$ cat src/rtl/id_operand_stage.sv
// -----------------------------------------------------------------------------
// id_operand_stage
//
// ID-stage pipeline register and operand resolver for the 5-stage MIPS core.
// It sits between IF and the decoder/EX stages and does four things:
//   * holds the ID slot (valid + pc), with hold, load and bubble behaviour
//     driven by the stall bus;
//   * keeps the instruction word stable while ID is stalled, because the
//     instruction SRAM output moves on once IF stops presenting the same pc;
//   * resolves the rs/rt operands from NUM_FWD forwarding sources (index 0 is
//     the youngest, EX) or the combinational register file;
//   * raises stallreq on a load-use hazard and counts stalled cycles.
//
// During a stall an operand that becomes ready is latched once. The forwarding
// source that supplied it keeps moving down the pipe and will not be there
// on later cycles.
//
// Ports
//   clk, rst          clock (rising edge) / asynchronous active-low reset
//   stall_id          ID must not advance
//   stall_ex          EX must not advance (stall_id & !stall_ex bubbles ID)
//   if_valid, if_pc   contents of the IF slot
//   inst_sram_rdata   instruction word for the pc now held in ID
//   rf_raddr1/2       regfile read addresses (rs / rt of id_inst)
//   rf_rdata1/2       regfile read data, same cycle
//   fwd_we/waddr/wdata/pending   forwarding sources, slice i = source i
//   src1_used/src2_used          decoder says rs / rt is actually read
//   id_valid, id_pc, id_inst     ID slot contents (id_inst is 0 when empty)
//   src1_data, src2_data         resolved operands (0 when slot empty)
//   stallreq          load-use hazard, combinational
//   stall_cnt         saturating count of cycles with stallreq high
// -----------------------------------------------------------------------------
module id_operand_stage #(
  parameter int DATA_W  = 32,
  parameter int PC_W    = 32,
  parameter int REG_AW  = 5,
  parameter int NUM_FWD = 3,
  parameter int CNT_W   = 16
) (
  input  logic                        clk,
  input  logic                        rst,
  input  logic                        stall_id,
  input  logic                        stall_ex,
  input  logic                        if_valid,
  input  logic [PC_W-1:0]             if_pc,
  input  logic [31:0]                 inst_sram_rdata,
  input  logic [DATA_W-1:0]           rf_rdata1,
  input  logic [DATA_W-1:0]           rf_rdata2,
  input  logic [NUM_FWD-1:0]          fwd_we,
  input  logic [NUM_FWD*REG_AW-1:0]   fwd_waddr,
  input  logic [NUM_FWD*DATA_W-1:0]   fwd_wdata,
  input  logic [NUM_FWD-1:0]          fwd_pending,
  input  logic                        src1_used,
  input  logic                        src2_used,
  output logic [REG_AW-1:0]           rf_raddr1,
  output logic [REG_AW-1:0]           rf_raddr2,
  output logic                        id_valid,
  output logic [PC_W-1:0]             id_pc,
  output logic [31:0]                 id_inst,
  output logic [DATA_W-1:0]           src1_data,
  output logic [DATA_W-1:0]           src2_data,
  output logic                        stallreq,
  output logic [CNT_W-1:0]            stall_cnt
);

  // Per-operand capture state: OPEN follows the live resolution, CAPTURED
  // replays the value latched during the current stall.
  typedef enum logic {
    OPD_OPEN     = 1'b0,
    OPD_CAPTURED = 1'b1
  } opd_state_e;

  // Resolve one operand address against the forwarding sources and the
  // regfile. Returns {ready, data}. Sources are scanned oldest to youngest
  // so the youngest match is the last one written and wins; a pending
  // youngest match therefore blocks even when an older source is ready.
  function automatic logic [DATA_W:0] resolve_operand(
    input logic [REG_AW-1:0]         addr,
    input logic [DATA_W-1:0]         rf_data,
    input logic [NUM_FWD-1:0]        we,
    input logic [NUM_FWD*REG_AW-1:0] waddr,
    input logic [NUM_FWD*DATA_W-1:0] wdata,
    input logic [NUM_FWD-1:0]        pending
  );
    logic              rdy;
    logic [DATA_W-1:0] data;
    rdy  = 1'b1;
    data = rf_data;
    for (int i = NUM_FWD - 1; i >= 0; i--) begin
      if (we[i] && (waddr[i*REG_AW +: REG_AW] == addr)) begin
        rdy  = ~pending[i];
        data = wdata[i*DATA_W +: DATA_W];
      end else begin
        rdy  = rdy;
        data = data;
      end
    end
    // Register 0 is hard-wired: nothing written to it is ever visible.
    if (addr == {REG_AW{1'b0}}) begin
      rdy  = 1'b1;
      data = {DATA_W{1'b0}};
    end else begin
      rdy  = rdy;
      data = data;
    end
    return {rdy, data};
  endfunction

  // Slot and instruction state
  logic              id_valid_r;
  logic [PC_W-1:0]   id_pc_r;
  logic [31:0]       inst_q_r;
  logic              inst_held_r;
  logic [31:0]       id_inst_s;

  // Slot control decoded from the stall bus
  logic              slot_load_s;
  logic              slot_bubble_s;
  logic              slot_release_s;

  // Operand resolution and capture
  logic [DATA_W:0]   res1_s;
  logic [DATA_W:0]   res2_s;
  logic [DATA_W-1:0] live_data_s       [2];
  logic              live_rdy_s        [2];
  opd_state_e        opd_state_r       [2];
  opd_state_e        opd_state_nxt_s   [2];
  logic              opd_capture_s     [2];
  logic [DATA_W-1:0] opd_q_r           [2];
  logic [DATA_W-1:0] opd_data_s        [2];
  logic              opd_rdy_s         [2];

  logic              stallreq_s;
  logic [CNT_W-1:0]  stall_cnt_r;

  // Bubble takes priority over hold; any load or bubble ends the current
  // stall episode and releases the instruction and operand latches.
  assign slot_load_s    = ~stall_id;
  assign slot_bubble_s  = stall_id & ~stall_ex;
  assign slot_release_s = slot_load_s | slot_bubble_s;

  // ID slot register: bubble, load from IF, or hold.
  always_ff @(posedge clk or negedge rst) begin
    if (!rst) begin
      id_valid_r <= 1'b0;
      id_pc_r    <= {PC_W{1'b0}};
    end else if (slot_bubble_s) begin
      id_valid_r <= 1'b0;
      id_pc_r    <= {PC_W{1'b0}};
    end else if (slot_load_s) begin
      id_valid_r <= if_valid;
      id_pc_r    <= if_pc;
    end else begin
      id_valid_r <= id_valid_r;
      id_pc_r    <= id_pc_r;
    end
  end

  // Instruction latch: grab the SRAM word on the first stalled edge, since
  // the SRAM output is not guaranteed to stay put while ID is frozen.
  always_ff @(posedge clk or negedge rst) begin
    if (!rst) begin
      inst_q_r    <= 32'h0000_0000;
      inst_held_r <= 1'b0;
    end else if (slot_release_s) begin
      inst_q_r    <= inst_q_r;
      inst_held_r <= 1'b0;
    end else if (id_valid_r && !inst_held_r) begin
      inst_q_r    <= inst_sram_rdata;
      inst_held_r <= 1'b1;
    end else begin
      inst_q_r    <= inst_q_r;
      inst_held_r <= inst_held_r;
    end
  end

  // Instruction seen by the decoder and by the operand address fields.
  always_comb begin
    id_inst_s = 32'h0000_0000;
    if (!id_valid_r) begin
      id_inst_s = 32'h0000_0000;
    end else if (inst_held_r) begin
      id_inst_s = inst_q_r;
    end else begin
      id_inst_s = inst_sram_rdata;
    end
  end

  assign rf_raddr1 = id_inst_s[21 +: REG_AW];
  assign rf_raddr2 = id_inst_s[16 +: REG_AW];

  assign res1_s = resolve_operand(rf_raddr1, rf_rdata1, fwd_we, fwd_waddr,
                                  fwd_wdata, fwd_pending);
  assign res2_s = resolve_operand(rf_raddr2, rf_rdata2, fwd_we, fwd_waddr,
                                  fwd_wdata, fwd_pending);

  assign live_rdy_s[0]  = res1_s[DATA_W];
  assign live_data_s[0] = res1_s[DATA_W-1:0];
  assign live_rdy_s[1]  = res2_s[DATA_W];
  assign live_data_s[1] = res2_s[DATA_W-1:0];

  // Operand FSM next state: capture a ready operand while stalled, drop the
  // capture when the slot moves. A bubble on the same edge wins over capture.
  always_comb begin
    for (int k = 0; k < 2; k++) begin
      opd_state_nxt_s[k] = opd_state_r[k];
      opd_capture_s[k]   = 1'b0;
      case (opd_state_r[k])
        OPD_OPEN: begin
          if (slot_release_s) begin
            opd_state_nxt_s[k] = OPD_OPEN;
          end else if (id_valid_r && live_rdy_s[k]) begin
            opd_state_nxt_s[k] = OPD_CAPTURED;
            opd_capture_s[k]   = 1'b1;
          end else begin
            opd_state_nxt_s[k] = OPD_OPEN;
          end
        end
        OPD_CAPTURED: begin
          if (slot_release_s) begin
            opd_state_nxt_s[k] = OPD_OPEN;
          end else begin
            opd_state_nxt_s[k] = OPD_CAPTURED;
          end
        end
        default: begin
          opd_state_nxt_s[k] = OPD_OPEN;
        end
      endcase
    end
  end

  // Operand FSM state register and captured-value latches.
  always_ff @(posedge clk or negedge rst) begin
    if (!rst) begin
      for (int k = 0; k < 2; k++) begin
        opd_state_r[k] <= OPD_OPEN;
        opd_q_r[k]     <= {DATA_W{1'b0}};
      end
    end else begin
      for (int k = 0; k < 2; k++) begin
        opd_state_r[k] <= opd_state_nxt_s[k];
        if (opd_capture_s[k]) begin
          opd_q_r[k] <= live_data_s[k];
        end else begin
          opd_q_r[k] <= opd_q_r[k];
        end
      end
    end
  end

  // Operand outputs: captured value replaces the live one and counts as
  // ready; an empty slot drives zeros.
  always_comb begin
    for (int k = 0; k < 2; k++) begin
      opd_data_s[k] = {DATA_W{1'b0}};
      opd_rdy_s[k]  = 1'b0;
      if (opd_state_r[k] == OPD_CAPTURED) begin
        opd_rdy_s[k]  = 1'b1;
        opd_data_s[k] = opd_q_r[k];
      end else begin
        opd_rdy_s[k]  = live_rdy_s[k];
        opd_data_s[k] = live_data_s[k];
      end
      if (!id_valid_r) begin
        opd_data_s[k] = {DATA_W{1'b0}};
      end else begin
        opd_data_s[k] = opd_data_s[k];
      end
    end
  end

  assign stallreq_s = id_valid_r &
                      ((src1_used & ~opd_rdy_s[0]) | (src2_used & ~opd_rdy_s[1]));

  // Saturating stall-cycle counter.
  always_ff @(posedge clk or negedge rst) begin
    if (!rst) begin
      stall_cnt_r <= {CNT_W{1'b0}};
    end else if (stallreq_s && (stall_cnt_r != {CNT_W{1'b1}})) begin
      stall_cnt_r <= stall_cnt_r + CNT_W'(1);
    end else begin
      stall_cnt_r <= stall_cnt_r;
    end
  end

  assign id_valid  = id_valid_r;
  assign id_pc     = id_pc_r;
  assign id_inst   = id_inst_s;
  assign src1_data = opd_data_s[0];
  assign src2_data = opd_data_s[1];
  assign stallreq  = stallreq_s;
  assign stall_cnt = stall_cnt_r;

endmodule

$ cat config.mk
export PLATFORM = sky130hd
export DESIGN_NAME = id_operand_stage
export DESIGN_NICKNAME = d
export VERILOG_FILES = /design/src/rtl/id_operand_stage.sv
export SDC_FILE = /design/constraint.sdc
export NUM_CORES = 1
export LEC_CHECK = 0
export ABC_AREA = 1
export CORE_ASPECT_RATIO = 1.25
export CORE_MARGIN = 8
export CORE_UTILIZATION = 37
export DETAILED_ROUTE_END_ITERATION = 10
export PLACE_DENSITY = 0.7
export SLEW_MARGIN = 30
export SYNTH_ARGS = -nofsm -noshare
export SYNTH_HDL_FRONTEND = slang
export SYNTH_SLANG_ARGS = --single-unit
$ cat constraint.sdc
create_clock -name clk -period 2.28 [get_ports clk]
set_input_delay 0.342 -clock clk [delete_from_list [all_inputs] [get_ports clk]]
set_output_delay 0.342 -clock clk [all_outputs]
set_load 0.03 [all_outputs]
Yosys cells after proc, flatten, opt, wreduce, memory -nomap -nowiden
Cells that the tools add are included.
{ "op_classes": {"n_addsub": 1, "eq_ne": 8, "muxes": 39, "n_bitwise": 16, "reduce_logical": 15} }
{ "op_table": {"columns": ["operator", "n"], "rows": [
  ["2-to-1 mux 32 bit", 16],
  ["equality test 5 bit", 6],
  ["2-to-1 mux 1 bit", 21],
  ["adder 16 x 1 -> 16 bit, second input constant", 1],
  ["!= test 16 bit, second input constant", 1],
  ["logical AND 1 bit", 10],
  ["logical NOT 5 bit", 2],
  ["inverter 1 bit", 10],
  ["bitwise AND 1 bit", 4],
  ["one-hot mux 1 bit (2 select lines)", 2],
  ["!= test 2 x 1 -> 1 bit, second input constant", 1],
  ["bitwise OR 1 bit", 2],
  ["AND reduction 2 bit", 1],
  ["nonzero test 2 bit", 1],
  ["logical NOT 1 bit", 1]
]} }
{ "totals": {"register_bits": 148, "out_inout_bits": 156, "wordCells": 88} }

Longest topological paths before layout
{ "depth": {"depth_word": 14, "ltp_mapped": 19, "mapped_depth_nobuf": 18} }

Worst setup path before layout
Ideal clock, no wire load.
{ "synth_timing": {"path_type": "reg2out", "start": "reg id_valid_r, in the netlist id_valid", "end": "out src2_data[10]", "arrival_time_ns": 2.561, "required_time_ns": 1.938, "setup_slack_ns": -0.623, "path_stages_with_launch": 15, "path_buffers": 4, "cell_sequence": "dfrtp_1 -> buf_2 -> buf_4 -> nand3_2 -> inv_2 -> nor2_1 -> nor2_1 -> nand2_1 -> nor2_1 -> buf_2 -> buf_4 -> o211ai_1 -> nand3_1 -> nand2_1 -> a21oi_1"} }
{ "synth_via": {"elab_chain_len": 9, "elab_cells_between_ends": 14, "cone_classes": "eq/ne: 3; mux: 7; reduce/logical: 4"} }
{ "synth_rtl": {"columns": ["element", "line", "text"], "rows": [
  ["from (decl)", "110", "logic id_valid_r;"],
  ["from (signal assigned)", "151", "id_valid_r <= if_valid;"],
  ["from (signal assigned)", "154", "id_valid_r <= id_valid_r;"],
  ["2-to-1 mux 32 bit (*)", "180", "if (!id_valid_r) begin"],
  ["via id_inst[17]", "59", "output logic [31:0] id_inst,"],
  ["equality test 5 bit", "90", "if (we[i] && (waddr[i*REG_AW +: REG_AW] == addr)) begin"],
  ["logical AND 1 bit", "90", null],
  ["2-to-1 mux 32 bit (3 in a row)", "90", null],
  ["2-to-1 mux 32 bit (*)", "99", "if (addr == {REG_AW{1'b0}}) begin"],
  ["2-to-1 mux 32 bit (*)", "258", "if (opd_state_r[k] == OPD_CAPTURED) begin"],
  ["2-to-1 mux 32 bit (*)", "265", "if (!id_valid_r) begin"],
  ["to (decl)", "61", "output logic [DATA_W-1:0] src2_data,"]
]} }
Mark *: on every way through the listed nets, which the timed path passes. The rest lies on a longest branch.

Worst setup path after layout
{ "layout_timing": {"start": "reg id_valid_r, in the netlist id_valid", "end": "out src2_data[12]"} }
{ "layout_via": {"elab_chain_len": 9, "elab_cells_between_ends": 14, "cone_classes": "eq/ne: 3; mux: 7; reduce/logical: 4"} }
{ "layout_rtl": {"columns": ["element", "line"], "rows": [
  ["2-to-1 mux 32 bit", "180"],
  ["equality test 5 bit", "90"],
  ["logical AND 1 bit", "90"],
  ["2-to-1 mux 32 bit (3 in a row)", "90"],
  ["2-to-1 mux 32 bit", "99"],
  ["2-to-1 mux 32 bit", "258"],
  ["2-to-1 mux 32 bit (*)", "265"]
]} }
Every way passes the cells marked *; elsewhere a longest branch is shown, timed or not.

==> metrics.cfg <==
[synth]
synth_flop_cell=dfrtp_1
synth-edff-count=0
synth_commonest_cells=nand2_1 (461), inv_1 (186), a21oi_1 (153), o21ai_0 (152), dfrtp_1 (148)
ys_seq_area_share_pct=36.5
postSynth.asyncResetShare_pct=100
ys_ff_latch=148
syn_area_per_cell_sq_um=6.57
syn_area_sq_um=10100
yosysMostFrequentCell=nand2_1
ys_top_cells_by_area=dfrtp_1 (37%), nand2_1 (17%), a21oi_1 (7.5%)
synth_cells=1545
syn_nets=1798
yosysTopAreaCell=dfrtp_1
ys_types=29
yosysTopAreaCellShare_pct=36.5
ys_warn_count=0

[cells_and_area]
fin_nets=2363
area_delta_synth_final_pct=85.6
fill_cells=2220
multi_input_area_sq_um=6320
drive_gt1_share_pct=28.8
regArea_sq_um=3710

[timing]
hold_viol_final=0
fin_skew_ns=0.00828
relSlewSlack_pct=60.8
maxSlewViolCount=0
whs_ns=0.410
worst_slew_pin_slew_ns=0.588
setup_viol=147
finalCriticalPeriod_ns=3.22
finalCritPeriodShare_pct=141
fin_ws_ns=-0.942
fmax_mhz=310
rsz0062_at_grt=true

[grt]
grt_pass1_vias=12933
grtUsageTotal_pct=26.4
overflow=0
grt_max_degree=54
antenna_found_initial=4
grt_pass1_wl_microns=69200

[clock_network]
clkSlewWorstSetupHoldPaths_ns=0.07
cts_tree=yes
htreeDepth=4
cts_made_buffers=17
root_buffer=clkbuf_16
insertion_delay_ns=0.44
clockBufferDepth=2
cts.sinks=148

[route]
num_vias=13235
postRouteAntennaNets=0
dr.pass1.iters=5
wire_per_inst_microns=19.8
wl_microns=48900
via_per_inst=5.35
drc=0
drtIter0Drc=884

[setup_path]
cp_data_required_time_ns=1.94
crit_type=flip-flop to output port
r2r_cells=19
startpoint_type=flip-flop
worst_setup_path_end_kind=output port
worstPathMaxFanout=10
crit_arrival_ns=2.88

[placement]
dp_hpwl_microns=33500
port_buffers=407
place.gp.congestion=0.930

[run]
drv_cap=0

[floorplanning]
ioPinCount=408
coreArea_sq_um=27300
initial_core_util_pct=37.1
dieArea_sq_um=33000
die_w_microns=164
die_y_microns=201
num_rows=68

[outcome]
violations=negative setup slack
status=finished, violations left

[power]
p_leak_nw=8.49
powerDensity_nw_per_um2=542
report.power.total_mw=10.2
irDropWorstVdd_mv=0.561

[worst_hold_path]
worstHoldPathType=input port to asynchronous set/reset pin

kinds of logic after synthesis:
| kind of cell | after synthesis | share of synthesized area (%) |
|---|---|---|
| AND/OR/NAND/NOR | 646 | 26.4 |
| XOR/XNOR | 5 | 0.432 |
| AO/OA/AOI/OAI | 436 | 23.2 |
| flip-flops | 148 | 36.5 |
| adder cells (fa/ha/maj) | 1 | 0.123 |
| multiplexers | 3 | 0.333 |
| buffers and inverters | 306 | 13.0 |
metal layers:
metal | global-route usage, % | part of all wire, % | vias to the layer above | wire [microns]
li1 | - | - | 6160 | -
met1 | 29.8 | 36 | 6228 | 17700
met2 | 45.4 | 49 | 676 | 24200
met3 | 7.01 | 8.9 | 167 | 4340
met4 | 11.8 | 5.5 | 4 | 2700
met5 | 0 | 0.055 | - | 27
state kept, by name, summed over array words and instances (netlist names):
name / cells
id_pc: 32
opd_q_r: 64
opd_state_r: 2
inst_held_r: 1
inst_q_r: 32
id_valid: 1
stall_cnt: 16
critical path, stage by stage (launching register included):
cell and delay [ns]:
dfrtp_4 0.52, buf_6 0.14, buf_12 0.13, nand2_8 0.08, clkinvlp_4 0.08, nand2_1 0.05
nand4_1 0.18, nor2_4 0.21, buf_6 0.13, clkbuf_16 0.14, buf_6 0.10, o211ai_1 0.10
nand3_1 0.14, nand2_2 0.10, a21oi_4 0.17, buf_6 0.16
repair_timing:
action                                  in CTS  in global routing
setup buffers                               20                 39
hold endpoints to repair                    48                  0
endpoints found under the setup margin     152                171
hold buffers                                 1                  0
gates resized for setup                    128                128
pin swaps                                   12                 73
cloned                                       2                 22
worst paths after layout:
path | startpoint | end | slack, ns
hold / removal | rst | opd_q_r[36] | 0.41
hold reg to reg | opd_q_r[52] | opd_q_r[52] | 0.48
setup / recovery | id_valid | src2_data[12] | -0.94
min in group clk | if_pc[11] | id_pc[11] | 0.43
setup reg to reg | id_valid | stall_cnt[6] | -0.46
max in group asynchronous | rst | opd_q_r[48] | 1.16
report_power, final:
| group | internal [mW] | switching (mW) |
|---|---|---|
| clock network | 1.57 | 1.29 |
| registers | 3.09 | 0.285 |
| logic | 1.87 | 2.09 |
| total | 6.53 | 3.67 |
placed cells by master, fill, tap and decap left out, types with 6 or more instances in the layout:
| cell | count |
|---|---|
| o21ai_0 | 130 |
| clkdlybuf4s50_1 | 298 |
| buf_6 | 80 |
| nand3_2 | 10 |
| nand4_1 | 9 |
| a21oi_1 | 87 |
| a21oi_4 | 65 |
| nand2_2 | 83 |
| o211ai_1 | 62 |
| o21ai_1 | 76 |
| nor2_2 | 8 |
| dfrtp_1 | 146 |
| nand3_1 | 98 |
| inv_1 | 177 |
| clkbuf_16 | 34 |
| buf_4 | 208 |
| nand2_4 | 7 |
| nand3_4 | 6 |
| buf_12 | 51 |
| nor2_1 | 32 |
| nand2_1 | 375 |
| o21ai_2 | 10 |
per-stage QoR:
stage          area, sq um  setup WS (ns)  TNS, ns  util (%)  instances
3_3_place_gp         16400         -0.695   -76.47      60.0       2357
5_1_grt              18800          -1.05   -94.23      69.0       2475
2_1_floorplan        11000         -0.182    -9.41         -       1545
3_5_place_dp         16400         -0.683   -75.65      60.0       2357
4_1_cts              17600         -0.826   -61.03      64.4       2412
6_report             18800         -0.942   -75.86      69.0       2475
area by class of cell:
| cell class | count | area share [%] |
|---|---|---|
| Sequential cell | 148 | 19.7 |
| Inverter | 189 | 3.91 |
| Tap cell | 350 | 2.33 |
| Clock inverter | 13 | 0.731 |
| Timing Repair Buffer | 663 | 37.4 |
| Antenna cell | 2 | 0.0266 |
| Multi-Input combinational cell | 1091 | 33.6 |
| Clock buffer | 19 | 2.35 |
Note: power is estimated with default switching activity, not from simulation.
